==> src/rtl/fft_sched_pkg.sv <==
// Shared types and elaboration-time helpers for the FFT butterfly scheduler.
package fft_sched_pkg;

  // Widest transform supported (2^10 points); bounds the bit-reverse helper.
  localparam int MAX_N_LOG2 = 10;

  typedef enum logic [1:0] {
    IDLE  = 2'd0,
    RUN   = 2'd1,
    DRAIN = 2'd2,
    DONE  = 2'd3
  } state_t;

  // Cycles from issue to write-back: one registered RAM read plus the butterfly.
  function automatic int pipe_depth(input int bfly_lat);
    return 1 + bfly_lat;
  endfunction

  // ceil(log2(n)), never below 1, so a stage index always has at least one bit.
  function automatic int stage_width(input int n_log2);
    int w;
    w = 1;
    for (int i = 1; i < 16; i++) begin
      if ((1 << i) < n_log2) w = i + 1;
    end
    return w;
  endfunction

  // Reverse the low 'width' bits of v; bits above 'width' come back as zero.
  function automatic logic [MAX_N_LOG2-1:0] bitrev(input logic [MAX_N_LOG2-1:0] v,
                                                   input int width);
    logic [MAX_N_LOG2-1:0] r;
    r = '0;
    for (int i = 0; i < MAX_N_LOG2; i++) begin
      if (i < width) r[i] = v[width-1-i];
    end
    return r;
  endfunction

endpackage

==> src/rtl/fft_addr_gen.sv <==
// Combinational radix-2 DIT address generator: (stage, k) -> operand pair and twiddle index.
module fft_addr_gen
  import fft_sched_pkg::*;
#(
  parameter int N_LOG2 = 5,
  parameter int SW     = 3
) (
  input  logic [SW-1:0]     stage,
  input  logic [N_LOG2-2:0] k,
  output logic [N_LOG2-1:0] addr_a,
  output logic [N_LOG2-1:0] addr_b,
  output logic [N_LOG2-2:0] tw_addr
);

  localparam int AW = N_LOG2;
  localparam int KW = N_LOG2 - 1;

  logic [AW-1:0] span;
  logic [KW-1:0] pos_mask;
  logic [KW-1:0] pos;
  logic [KW-1:0] grp;
  logic [SW-1:0] tw_shift;

  // In the last stage 1<<stage wraps to 0 in KW bits, so the mask becomes all ones as required.
  always_comb begin
    span     = AW'(1) << stage;
    pos_mask = (KW'(1) << stage) - KW'(1);
    pos      = k & pos_mask;
    grp      = k >> stage;
    addr_a   = ({grp, 1'b0} << stage) | {1'b0, pos};
    addr_b   = addr_a + span;
    tw_shift = SW'(N_LOG2 - 1) - stage;
    tw_addr  = pos << tw_shift;
  end

endmodule

==> src/rtl/fft_bfly_scheduler.sv <==
// Issue sequencer for an in-place radix-2 DIT FFT: read addresses, twiddle index,
// operand-valid/precision alignment and delayed write-back addresses.
// Optional macro FFT_SCHED_BITREV_EN: bit-reverse stage-0 read addresses so input
// can be stored in natural order (write-back addresses are never reversed).
module fft_bfly_scheduler
  import fft_sched_pkg::*;
#(
  parameter int                N_LOG2         = 5,
  parameter int                BFLY_LAT       = 1,
  parameter logic [N_LOG2-1:0] STAGE_FP8_MASK = '1,
  localparam int               SW             = stage_width(N_LOG2)
) (
  input  logic              clk,
  input  logic              rst,
  input  logic              start,
  output logic              busy,
  output logic              done,
  output logic              rd_en,
  output logic [N_LOG2-1:0] rd_addr_a,
  output logic [N_LOG2-1:0] rd_addr_b,
  output logic [N_LOG2-2:0] tw_addr,
  output logic              bfly_valid,
  output logic              bfly_fp8,
  output logic              wr_en,
  output logic [N_LOG2-1:0] wr_addr_x,
  output logic [N_LOG2-1:0] wr_addr_y,
  output logic [SW-1:0]     stage
);

  localparam int            PIPE       = pipe_depth(BFLY_LAT);
  localparam int            KW         = N_LOG2 - 1;
  localparam logic [SW-1:0] LAST_STAGE = SW'(N_LOG2 - 1);
  localparam logic [2:0]    DRAIN_LAST = 3'(PIPE - 1);

  state_t          state_reg, state_next;
  logic [SW-1:0]   stage_reg, stage_next;
  logic [KW-1:0]   k_reg, k_next;
  logic [2:0]      drain_reg, drain_next;

  logic            issue;
  logic [N_LOG2-1:0] gen_a, gen_b;
  logic [KW-1:0]   gen_tw;
  logic [N_LOG2-1:0] nat_a, nat_b;

  logic            bfly_valid_reg, bfly_fp8_reg;

  logic            dl_valid [PIPE];
  logic [N_LOG2-1:0] dl_a   [PIPE];
  logic [N_LOG2-1:0] dl_b   [PIPE];

  fft_addr_gen #(
    .N_LOG2(N_LOG2),
    .SW    (SW)
  ) u_addr_gen (
    .stage  (stage_reg),
    .k      (k_reg),
    .addr_a (gen_a),
    .addr_b (gen_b),
    .tw_addr(gen_tw)
  );

  // FSM state, stage, butterfly index and drain counter registers.
  always_ff @(posedge clk) begin
    if (rst) begin
      state_reg <= IDLE;
      stage_reg <= '0;
      k_reg     <= '0;
      drain_reg <= '0;
    end else begin
      state_reg <= state_next;
      stage_reg <= stage_next;
      k_reg     <= k_next;
      drain_reg <= drain_next;
    end
  end

  // Next-state logic: one butterfly per RUN cycle, PIPE-cycle DRAIN between stages.
  always_comb begin
    state_next = state_reg;
    stage_next = stage_reg;
    k_next     = k_reg;
    drain_next = drain_reg;
    case (state_reg)
      IDLE, DONE: begin
        if (start) begin
          state_next = RUN;
          stage_next = '0;
          k_next     = '0;
        end else if (state_reg == DONE) begin
          state_next = IDLE;
        end
      end
      RUN: begin
        if (&k_reg) begin
          state_next = DRAIN;
          k_next     = '0;
          drain_next = '0;
        end else begin
          k_next = k_reg + KW'(1);
        end
      end
      DRAIN: begin
        if (drain_reg == DRAIN_LAST) begin
          if (stage_reg == LAST_STAGE) begin
            state_next = DONE;
          end else begin
            state_next = RUN;
            stage_next = stage_reg + SW'(1);
          end
        end else begin
          drain_next = drain_reg + 3'd1;
        end
      end
      default: state_next = IDLE;
    endcase
  end

  // Issue-side outputs; addresses are forced to zero outside RUN.
  always_comb begin
    issue = (state_reg == RUN);
    nat_a = issue ? gen_a : '0;
    nat_b = issue ? gen_b : '0;
`ifdef FFT_SCHED_BITREV_EN
    if (issue && stage_reg == '0) begin
      rd_addr_a = N_LOG2'(bitrev(MAX_N_LOG2'(gen_a), N_LOG2));
      rd_addr_b = N_LOG2'(bitrev(MAX_N_LOG2'(gen_b), N_LOG2));
    end else begin
      rd_addr_a = nat_a;
      rd_addr_b = nat_b;
    end
`else
    rd_addr_a = nat_a;
    rd_addr_b = nat_b;
`endif
    rd_en   = issue;
    tw_addr = issue ? gen_tw : '0;
    busy    = (state_reg == RUN) || (state_reg == DRAIN);
    done    = (state_reg == DONE);
    stage   = stage_reg;
  end

  // Operands land at the butterfly one cycle after the RAM/ROM read strobe.
  always_ff @(posedge clk) begin
    if (rst) begin
      bfly_valid_reg <= 1'b0;
      bfly_fp8_reg   <= 1'b0;
    end else begin
      bfly_valid_reg <= issue;
      bfly_fp8_reg   <= issue & STAGE_FP8_MASK[stage_reg];
    end
  end

  assign bfly_valid = bfly_valid_reg;
  assign bfly_fp8   = bfly_fp8_reg;

  // Head of the write-back delay line takes the un-reversed pair being issued.
  always_ff @(posedge clk) begin
    if (rst) begin
      dl_valid[0] <= 1'b0;
      dl_a[0]     <= '0;
      dl_b[0]     <= '0;
    end else begin
      dl_valid[0] <= issue;
      dl_a[0]     <= nat_a;
      dl_b[0]     <= nat_b;
    end
  end

  generate
    for (genvar gi = 1; gi < PIPE; gi++) begin : g_dl
      // Remaining delay-line taps; reset drops anything in flight.
      always_ff @(posedge clk) begin
        if (rst) begin
          dl_valid[gi] <= 1'b0;
          dl_a[gi]     <= '0;
          dl_b[gi]     <= '0;
        end else begin
          dl_valid[gi] <= dl_valid[gi-1];
          dl_a[gi]     <= dl_a[gi-1];
          dl_b[gi]     <= dl_b[gi-1];
        end
      end
    end
  endgenerate

  assign wr_en     = dl_valid[PIPE-1];
  assign wr_addr_x = dl_a[PIPE-1];
  assign wr_addr_y = dl_b[PIPE-1];

endmodule

==> config.mk <==
export PLATFORM = sky130hd
export DESIGN_NAME = fft_bfly_scheduler
export DESIGN_NICKNAME = d
export VERILOG_FILES = /design/src/rtl/fft_sched_pkg.sv /design/src/rtl/fft_addr_gen.sv /design/src/rtl/fft_bfly_scheduler.sv
export SDC_FILE = /design/constraint.sdc
export NUM_CORES = 1
export LEC_CHECK = 0
export BUFFER_PORTS_ARGS = -buffer_cell sky130_fd_sc_hd__buf_4
export CORE_MARGIN = 2
export CORE_UTILIZATION = 57
export CTS_BUF_LIST = sky130_fd_sc_hd__clkbuf_8
export CTS_CLUSTER_SIZE = 28
export DETAILED_ROUTE_END_ITERATION = 12
export PLACE_DENSITY = 0.82
export SLEW_MARGIN = 20
export SYNTH_ARGS = -nofsm -noshare
export SYNTH_HDL_FRONTEND = slang
export SYNTH_SLANG_ARGS = --single-unit
==> constraint.sdc <==
create_clock -name clk -period 4.7 [get_ports clk]
set_clock_uncertainty 0.1 [all_clocks]
set_input_delay 0.705 -clock clk [delete_from_list [all_inputs] [get_ports clk]]
set_output_delay 0.705 -clock clk [all_outputs]
set_load 0.03 [all_outputs]
# Word level (Yosys, flattened, before mapping)
# Memories as Yosys holds them, arrays and structs flattened. A register that Yosys moved wholly into a read port is not among the register bits.
# Index checks and enable logic that the tools add are counted.
dict set report totals {
  romBits 8
  wordCells 84
  register_bits 14
  inputBits 3
  output_inout_bits 33
  mem_count 4
  ram_bits 22
}
# memory words width read_ports rd_clocked_by_memory_dff write_ports line
set mem_list {}
lappend mem_list {dl_a 2 5 2 0 2 fft_bfly_scheduler.sv:48} ;# logic [N_LOG2-1:0] dl_a [PIPE];
lappend mem_list {dl_b 2 5 2 0 2 fft_bfly_scheduler.sv:49} ;# logic [N_LOG2-1:0] dl_b [PIPE];
lappend mem_list {{(name not given)} 8 1 1 1 0 fft_bfly_scheduler.sv:149} ;# bfly_fp8_reg <= issue & STAGE_FP8_MASK[stage_reg];
lappend mem_list {dl_valid 2 1 2 0 2 fft_bfly_scheduler.sv:47} ;# logic dl_valid [PIPE];
dict set report op_classes {
  muxes 31
  bitwise 9
  magnitude_cmp 1
  eq_ne 11
  shifts 5
  n_reduce_logical 11
  n_addsub 6
}
# cell count
set ops {}
lappend ops {{5-bit two-way mux} 6}
lappend ops {{3-bit two-way mux} 7}
lappend ops {{4-bit two-way mux} 3}
lappend ops {{3-bit one-hot mux with 2 select lines} 2}
lappend ops {{2-bit two-way mux} 5}
lappend ops {{2-bit != test, second input constant} 4}
lappend ops {{4-bit one-hot mux with 2 select lines} 1}
lappend ops {{4-bit AND reduction} 2}
lappend ops {{3-bit by 1-bit adder with 3-bit output, second input constant} 2}
lappend ops {{1-bit two-way mux} 6}
lappend ops {{1-bit bitwise OR} 6}
lappend ops {{2-bit one-hot mux with 3 select lines} 1}
lappend ops {{3-bit AND reduction} 2}
lappend ops {{2-bit nonzero test} 3}
lappend ops {{5-bit adder} 1}
lappend ops {{5-bit by 4-bit bitwise OR with 5-bit output} 1}
lappend ops {{1-bit by 3-bit << shifter with 5-bit output, first input constant} 1}
lappend ops {{5-bit by 3-bit << shifter with 5-bit output} 1}
lappend ops {{4-bit by 1-bit adder with 4-bit output, second input constant} 1}
lappend ops {{4-bit bitwise AND} 1}
lappend ops {{2-bit == test, second input constant} 2}
lappend ops {{3-bit by 4-bit less-than comparator with 1-bit output, second input constant} 1}
lappend ops {{1-bit by 3-bit << shifter with 4-bit output, first input constant} 1}
lappend ops {{4-bit by 3-bit << shifter with 4-bit output} 1}
lappend ops {{13 further kinds} 13}

# Logic depth before layout (Yosys ltp)
# Gate-level depths: netlist (run 1).
dict set report depth {
  depth_word 7
  ltp_mapped 15
  depth_no_buf 14
}

# Cells and area by module
# Synthesis (run 1) repeated with hierarchy kept, for this count alone.
dict set report unflattened {
  hier_cells 211
  area_unflattened_um2 1869.3
}
# module n_inst seq_area_each_um2 area_each_um2 cells_per_inst
set modules_own_cells {}
lappend modules_own_cells {fft_bfly_scheduler 1 680.7 1431.4 151}
lappend modules_own_cells {fft_addr_gen 1 0.0 437.9 60}

# Worst setup path after synthesis (run 1)
# OpenSTA, ideal clock, no wires.
dict set report synth_path {
  kind {register to output}
  startpoint {register stage_reg[0] (netlist: stage[0])}
  endpoint {output port rd_addr_b[4]}
  stages_incl_launch_ff 16
  n_path_buf 1
  required_ns 3.895
  t_arrival_ns 3.545
  slack_ns 0.350
  path_cell_list {dfxtp_1 buf_2 clkinv_1 ha_1 ha_1 inv_1 ha_1 inv_1 a32oi_1 o22a_1 inv_1 ha_1 nor2b_1 o21a_1 or3_1 a21oi_1}
}
dict set report synth_between {
  elab_chain_len 6
  word_cells_on_any_way 9
  cone_classes {add/sub (2); shift (4); mux (1); bitwise (2)}
}
# element line
set synth_rtl {}
lappend synth_rtl {{from (decl)} fft_bfly_scheduler.sv:36} ;# logic [SW-1:0] stage_reg, stage_next;
lappend synth_rtl {{from (signal assigned)} fft_bfly_scheduler.sv:71} ;# stage_reg <= stage_next;
lappend synth_rtl {{1-bit by 3-bit << shifter with 4-bit output} fft_addr_gen.sv:27} ;# pos_mask = (KW'(1) << stage) - KW'(1);
lappend synth_rtl {{4-bit by 2-bit subtractor with 4-bit output} fft_addr_gen.sv:27}
lappend synth_rtl {{4-bit bitwise AND} fft_addr_gen.sv:28} ;# pos = k & pos_mask;
lappend synth_rtl {{5-bit by 4-bit bitwise OR with 5-bit output} fft_addr_gen.sv:30} ;# addr_a = ({grp, 1'b0} << stage) | {1'b0, pos};
lappend synth_rtl {{5-bit adder *} fft_addr_gen.sv:31} ;# addr_b = addr_a + span;
lappend synth_rtl {{5-bit two-way mux *} fft_bfly_scheduler.sv:122} ;# nat_b = issue ? gen_b : '0;
lappend synth_rtl {{to (decl)} fft_bfly_scheduler.sv:20} ;# output logic [N_LOG2-1:0] rd_addr_b,
# Every way passes the cells marked *; elsewhere a longest branch is shown, timed or not.

# Worst setup path after layout (run 1)
# Ends and elaborated chain as after synthesis.

==> results of run 1 <==
[routing by layer]
metal	vias up	track usage	wire (microns)
li1	755	-	-
met1	722	0.248	1540
met2	27	0.409	1900
met3	7	0.0618	139
met4	0	0.0932	65
met5	-	0	0
[cell usage after synthesis, types with 2 or more instances]
cell / count
buf_4: 2
buf_2: 4
o21ai_1: 2
nand2_1: 10
ha_1: 17
nor2b_1: 17
dfxtp_1: 34
nor2_1: 24
mux2i_1: 5
a221oi_2: 2
inv_1: 17
a211oi_1: 2
and2_1: 4
xnor2_1: 3
a21oi_1: 8
nand2b_1: 5
and3_1: 4
nand3_1: 4
clkbuf_1: 3
a31oi_1: 2
o21ai_0: 4
[worst paths after layout]
path                            startpoint           end  depth (start not counted)
worst min register to register  dl_b[0][1]    dl_b[1][1]                          1
worst max register to register    stage[0]    dl_b[0][4]                         14
worst min-delay path            dl_b[0][1]    dl_b[1][1]                          1
worst max-delay path              stage[0]  rd_addr_b[4]                         15
[kinds of logic after synthesis]
logic type                 Yosys count
and+or+nand+nor                     80
DFF                                 34
buffers and inverters               29
muxes                                6
xor gates and xnor gates             3
AOI/OAI and AO/OA                   35
adders and majority gates           18
other                                1
[cell type report]
| type | instances | share of cell area |
|---|---|---|
| clock buffers | 6 | 0.0374 |
| clock inverters | 2 | 0.00567 |
| inverters | 19 | 0.0340 |
| multi-input cells | 143 | 0.470 |
| flip-flops and latches | 34 | 0.309 |
| well taps | 44 | 0.0249 |
| repair buffers | 35 | 0.119 |
[per-stage QoR]
step	util	cell area, sq um	std cells
6_report	0.717	2210	283
5_1_grt	0.717	2210	283
4_1_cts	0.716	2200	283
3_5_place_dp	0.685	2110	275
3_3_place_gp	0.685	2110	275
2_1_floorplan	-	1850	206
[report_power, final]
| group | switching (mW) | leakage (nW) | internal (mW) |
|---|---|---|---|
| logic | 0.0954 | 0.655 | 0.0552 |
| registers | 0.00984 | 0.275 | 0.300 |
| clock network | 0.108 | 0.0472 | 0.118 |
| total | 0.213 | 0.978 | 0.473 |
[worst max-delay path, stage by stage (launching register included)]
cell,delay [ps]
dfxtp_2,460
clkinvlp_4,190
ha_1,260
ha_1,270
inv_1,110
ha_1,190
inv_1,50
a32oi_1,200
o22a_1,210
inv_1,60
ha_1,310
nor2b_1,140
o21a_1,170
or3_1,370
a21oi_1,150
buf_4,180
==> flow_summary_export.csv, run 1 <==
group,metric,value,unit
global_routing,overflow,0,
timing,max_slew.worst_pin.slew,587,ps
drt,wl_per_cell,12.9,microns
die,die_w,60.9,microns
final_layout,nNetsFinal,259,
logic_synthesis,synthXorXnorAreaFrac,0.0142,
clocking,clock_sinks,34,
logic_synthesis,synth_top_family_by_area,"simple AND/OR/NAND/NOR gates",
final_layout,nFillCells,264,
run,maxCapViolations,0,
worst_setup_path,worst_setup_path_end_kind,"primary output",
outcome,status,"finished, final reports clean",
logic_synthesis,synth_ff_type,"dfxtp_1",
logic_synthesis,muxShareOfSynthArea,0.0332,
worst_setup_path,arrival,3620,ps
logic_synthesis,synth_compound_area_frac,0.150,
timing,rsz0062_at_grt,"no",
place,port_buffers,35,
drt,drc,0,
global_routing,first_global_vias,1364,
die,ios,36,
timing,slew_violations,0,
final_layout,multiInputGateArea,0.00104,sq mm
clocking,worstSkewPairLatency,290,ps
drt,viasPerCell,5.34,
global_routing,grt_pass1_wl,6.06,mm
drt,drt-pass1-iter-count,4,
die,coreArea,0.00308,sq mm
logic_synthesis,synthArstFlopShare,0,
logic_synthesis,synth.distinct_cells,54,
power,p_total,0.686,mW
logic_synthesis,yosys.area.top_type,"dfxtp_1",
place,detailedPlacementHpwl,2.76,mm
timing,holdWs,336,ps
final_layout,seqCellArea,682,sq um
clocking,cts_hold_buffers,0,
logic_synthesis,synthCells,206,
timing,setup_ws,277,ps
final_layout,layout_common_cells,"buf_4 (35), dfxtp_1 (33), nor2_1 (24)",
final_layout,synthToLayoutAreaGrowth,19.5,%
timing,max_freq,226,MHz
drt,drt_first_iter_violations,37,
clocking,cts_max_path_buffers,2,
logic_synthesis,yosys_register_bits,34,
logic_synthesis,synth_edf_count,0,
global_routing,antenna_found_initial,0,
global_routing,gr-usage-all-layers,0.226,
logic_synthesis,synthesis.area,0.00185,sq mm
place,routabilityCongestion,0.984,
clocking,cts_root_buf,"clkbuf_8",
final_layout,n_antenna_cell,0,
timing,finalSetupTns,0,ps
die,start_util,0.600,
die,rows,20,
power,power_density,310,mW/mm^2
drt,routed_wl,3.65,mm
final_layout,layout_commonest_cell,"buf_4",
timing,hold_viol,0,
worst_setup_path,r2r_setup_slack,1390,ps
global_routing,grt_max_degree,23,
worst_setup_path,cp-start-kind,"register",
clocking,cts_made_buffers,5,
logic_synthesis,ys_warn_count,0,
logic_synthesis,yosysSeqAreaShare,0.368,
clocking,clk_pin_slew,70,ps
die,die_area,0.00371,sq mm
logic_synthesis,avgSynthCellArea,8.97,sq um
timing,maxSlewHeadroom,0.609,
place,pre_cts_ws,480,ps
worst_setup_path,path_class,"register to primary output",
power,p_leak,0.978,nW
logic_synthesis,synth_top_area_frac,0.368,
logic_synthesis,ys_top_cells_by_area,"dfxtp_1 (37%), ha_1 (12%), nor2b_1 (5.8%)",
drt,dr_total_vias,1511,
clocking,cts-resized-gates,0,
timing,setup_viol,0,
timing,period_share,0.941,
timing,min_period,4420,ps
worst_setup_path,cp_max_fo,12,
power,irDropWorstVdd,0.000200,V
worst_setup_path,cp.required,3890,ps
logic_synthesis,synthAdderAreaFrac,0.126,
die,die_h,60.9,microns
clocking,tritoncts,"yes",
final_layout,drive_above_1_share,0.230,
drt,antenna_left,0,
min_path,hp-class,"register to register",
clocking,cts_max_level,2,
logic_synthesis,synthSimpleGateAreaFrac,0.237,
clocking,post_cts_buffers,0,
logic_synthesis,synth_nets,227,
(Power assumes the default switching activity.)
==> run 2: changes to the inputs <==
- CORE_UTILIZATION: 57 -> 49
- PLACE_DENSITY: 0.82 -> 0.72
==> flow_summary_export.csv, run 2 (same netlist as run 1, synthesis figures left out) <==
group,metric,value,unit
drt,viasPerCell,5.19,
power,p_total,0.735,mW
clocking,tritoncts,"yes",
place,port_buffers,35,
worst_setup_path,cp.required,3890,ps
timing,max_freq,227,MHz
power,p_leak,0.988,nW
worst_setup_path,arrival,3590,ps
global_routing,antenna_found_initial,0,
drt,dr_total_vias,1484,
global_routing,overflow,0,
timing,min_period,4400,ps
drt,drt-pass1-iter-count,4,
drt,routed_wl,3.77,mm
timing,max_slew.worst_pin.slew,592,ps
timing,hold_viol,0,
worst_setup_path,cpMostUsedCell,"ha_1",
place,routabilityCongestion,0.872,
global_routing,grt_pass1_wl,6.22,mm
die,die_w,65.4,microns
worst_setup_path,slowest_delay,450,ps
min_path,hp-class,"register to register",
clocking,cts_made_buffers,5,
clocking,cts_hold_buffers,0,
power,irDropWorstVdd,0.000170,V
worst_setup_path,crit_chain,"clkinv_1, ha_1, ha_1, inv_1, ha_1, inv_1, a32oi_1, o22a_1, inv_1, ha_1, nor2b_1, o21a_1, or3_1, a21oi_1, buf_4",
clocking,cts_root_buf,"clkbuf_8",
clocking,cts_max_path_buffers,2,
worst_setup_path,worst_setup_path_end_kind,"primary output",
clocking,clock_sinks,34,
worst_setup_path,slowest_stage,"dfxtp_2",
die,ios,36,
timing,period_share,0.936,
clocking,clk_pin_slew,70,ps
final_layout,drive_above_1_share,0.223,
die,start_util,0.509,
clocking,post_cts_buffers,0,
power,power_density,330,mW/mm^2
clocking,cts_max_level,2,
run,maxCapViolations,0,
timing,rsz0062_at_grt,"no",
final_layout,n_antenna_cell,0,
final_layout,nNetsFinal,259,
worst_setup_path,cp-start-kind,"register",
global_routing,first_global_vias,1380,
die,die_h,65.4,microns
timing,setup_viol,0,
die,die_area,0.00428,sq mm
timing,finalSetupTns,0,ps
worst_setup_path,path_class,"register to primary output",
drt,wl_per_cell,13.2,microns
outcome,status,"finished, final reports clean",
final_layout,layout_commonest_cell,"buf_4",
clocking,worstSkewPairLatency,290,ps
global_routing,grt_max_degree,23,
drt,drt_first_iter_violations,61,
global_routing,gr-usage-all-layers,0.192,
drt,antenna_left,0,
worst_setup_path,cp_max_fo,12,
timing,maxSlewHeadroom,0.606,
final_layout,synthToLayoutAreaGrowth,20.5,%
die,rows,22,
timing,slew_violations,0,
place,detailedPlacementHpwl,2.76,mm
die,coreArea,0.00363,sq mm
drt,drc,0,
final_layout,layout_common_cells,"buf_4 (35), dfxtp_1 (33), nor2_1 (24)",
==> run 2: cell type report <==
cell class / count / area, sq um
clock inverters: 1 / 30.0
multi-input cells: 143 / 1040
fillers: 351 / 1410
flip-flops and latches: 34 / 682
inverters: 19 / 71.3
clock buffers: 6 / 82.6
well taps: 48 / 60.1
repair buffers: 35 / 263
==> run 2: timing repair <==
| action | CTS | global route |
|---|---|---|
| gates resized for setup | 0 | 1 |
| endpoints found under the setup margin | 0 | 1 |
| hold endpoints to repair | 0 | 0 |
==> run 2: final timing paths <==
path                                      to       start  slack (ps)  cells after the start
worst min-delay path              dl_b[1][0]  dl_b[0][0]         340                      1
worst max register to register    dl_b[0][4]    stage[0]        1410                     14
worst min register to register    dl_b[1][0]  dl_b[0][0]         340                      1
worst max-delay path            rd_addr_b[4]    stage[0]         300                     15
==> run 2: metal layers <==
metal,part of all wire,vias to the layer above,global-route usage
li1,-,757,-
met1,0.45,670,0.232
met2,0.45,49,0.310
met3,0.072,8,0.0634
met4,0.019,0,0.0859
met5,0,-,0
==> run 2: per-stage QoR <==
stage               utilization  instances  hold slack, ps  area, sq um  setup slack [ps]
finish                    0.613        286             336         2230               301
global route              0.613        286             354         2230              59.8
CTS                       0.613        286             339         2230               123
detailed placement        0.582        279             323         2110               478
global placement          0.582        279             316         2110               563
floorplan                     -        206             314         1850               350
==> run 2: report_power, final <==
group | total, mW | internal, mW | switching (mW)
clock | 0.276 | 0.170 | 0.106
combinational | 0.150 | 0.0552 | 0.0952
sequential | 0.309 | 0.300 | 0.00948
==> run 2: worst max-delay path, delay by kind of cell, from the launching register on <==
family,cells,cell delay [ps]
AOI/OAI and AO/OA,4,710
and+or+nand+nor,2,510
DFF,1,450
adders and majority gates,4,1030
buffers and inverters,5,590
==> run 3: changes to the inputs <==
- CORE_ASPECT_RATIO: default -> 0.9
- CORE_MARGIN: 2 -> 1.5
==> flow_summary_export.csv, run 3 (same netlist as run 1, synthesis figures left out) <==
group,metric,value,unit
outcome,status,"finished, final reports clean",
worst_setup_path,cp.required,3890,ps
final_layout,drive_above_1_share,0.225,
drt,wl_per_cell,12.2,microns
die,die_w,67.7,microns
clocking,cts_root_buf,"clkbuf_8",
drt,routed_wl,3.48,mm
final_layout,layout_common_cells,"buf_4 (36), dfxtp_1 (34), nor2_1 (24)",
die,rows,20,
final_layout,n_antenna_cell,0,
clocking,cts_made_buffers,5,
global_routing,first_global_vias,1217,
final_layout,design_area,0.00225,sq mm
final_layout,synthToLayoutAreaGrowth,21.9,%
power,irDropWorstVdd,0.000269,V
clocking,clock_sinks,34,
die,start_util,0.531,
timing,rsz0062_at_grt,"no",
die,die_area,0.00415,sq mm
place,routabilityCongestion,0.903,
timing,hold_viol,0,
clocking,post_cts_buffers,0,
die,ios,36,
final_layout,nFillCells,297,
worst_setup_path,cp-start-kind,"register",
die,coreArea,0.00348,sq mm
timing,period_share,0.917,
power,power_density,348,mW/mm^2
global_routing,overflow,0,
clocking,cts-resized-gates,0,
worst_setup_path,slowest_stage,"dfxtp_1",
global_routing,gr-usage-all-layers,0.189,
timing,maxSlewHeadroom,0.607,
drt,viasPerCell,5.14,
place,port_buffers,35,
global_routing,grt_max_degree,23,
clocking,worstSkewPairLatency,290,ps
worst_setup_path,worst_setup_path_end_kind,"primary output",
place,detailedPlacementHpwl,2.58,mm
die,die_h,61.3,microns
clocking,clk_pin_slew,70,ps
timing,finalSetupTns,0,ps
place,postPlaceCellArea,0.00212,sq mm
worst_setup_path,crit_chain,"inv_1, ha_1, ha_1, inv_1, ha_1, inv_1, a32oi_1, o22a_1, inv_1, ha_1, nor2b_1, o21a_1, or3_1, a21oi_1, buf_4",
worst_setup_path,cp_max_fo,7,
timing,max_freq,232,MHz
run,maxCapViolations,0,
drt,antenna_left,0,
clocking,cts_max_path_buffers,2,
worst_setup_path,path_class,"register to primary output",
timing,setup_viol,0,
timing,max_slew.worst_pin.slew,590,ps
final_layout,nNetsFinal,260,
worst_setup_path,arrival,3500,ps
drt,dr_total_vias,1459,
clocking,cts_max_level,2,
timing,min_period,4310,ps
drt,drc,0,
worst_setup_path,path_delay_family,"adder cells",
worst_setup_path,slowest_delay,430,ps
clocking,tritoncts,"yes",
final_layout,finish.utilization,0.648,
min_path,hp-class,"register to register",
worst_setup_path,crit_buf_inv,5,
global_routing,antenna_found_initial,0,
final_layout,layout_commonest_cell,"buf_4",
drt,drt_first_iter_violations,66,
global_routing,grt_pass1_wl,5.71,mm
timing,slew_violations,0,
clocking,cts_hold_buffers,0,
power,p_leak,1.00,nW
drt,drt-pass1-iter-count,4,
## run 3: area by class of cell
cell class | count | area (sq um) | area share
Clock buffer | 5 | 68.8 | 0.0305
Tap cell | 44 | 55.1 | 0.0244
Sequential cell | 34 | 681 | 0.302
Clock inverter | 3 | 68.8 | 0.0305
Inverter | 19 | 71.3 | 0.0316
Multi-Input combinational cell | 143 | 1040 | 0.461
Timing Repair Buffer | 36 | 270 | 0.120
## run 3: final timing paths
check,start,end,slack [ps],cells after the start
max,stage[1],rd_addr_b[4],390,15
min,dl_a[0][3],dl_a[1][3],340,1
max reg2reg,stage[1],dl_b[0][4],1540,14
min reg2reg,dl_a[0][3],dl_a[1][3],340,1
## run 3: per-stage QoR
stage | worst slack, ps | hold slack, ps | total power [mW] | instances
finish | 391 | 336 | 0.784 | 284
global route | 141 | 364 | 0.819 | 284
CTS | 414 | 338 | 0.792 | 284
detailed placement | 752 | 320 | 0.467 | 276
global placement | 849 | 316 | 0.466 | 276
floorplan | 350 | 314 | 0.428 | 206
## run 3: power breakdown
part           switching, mW  total, mW  internal, mW
sequential           0.00958      0.309         0.300
combinational         0.0958      0.151        0.0556
clock                  0.111      0.323         0.212
total                  0.216      0.784         0.568
## run 3: metal layers
layer	vias up	share of wire	GRT usage
met4	0	0.015	0.0700
met3	4	0.054	0.0603
met2	38	0.43	0.279
met1	661	0.50	0.260
met5	-	0	0
li1	756	-	-
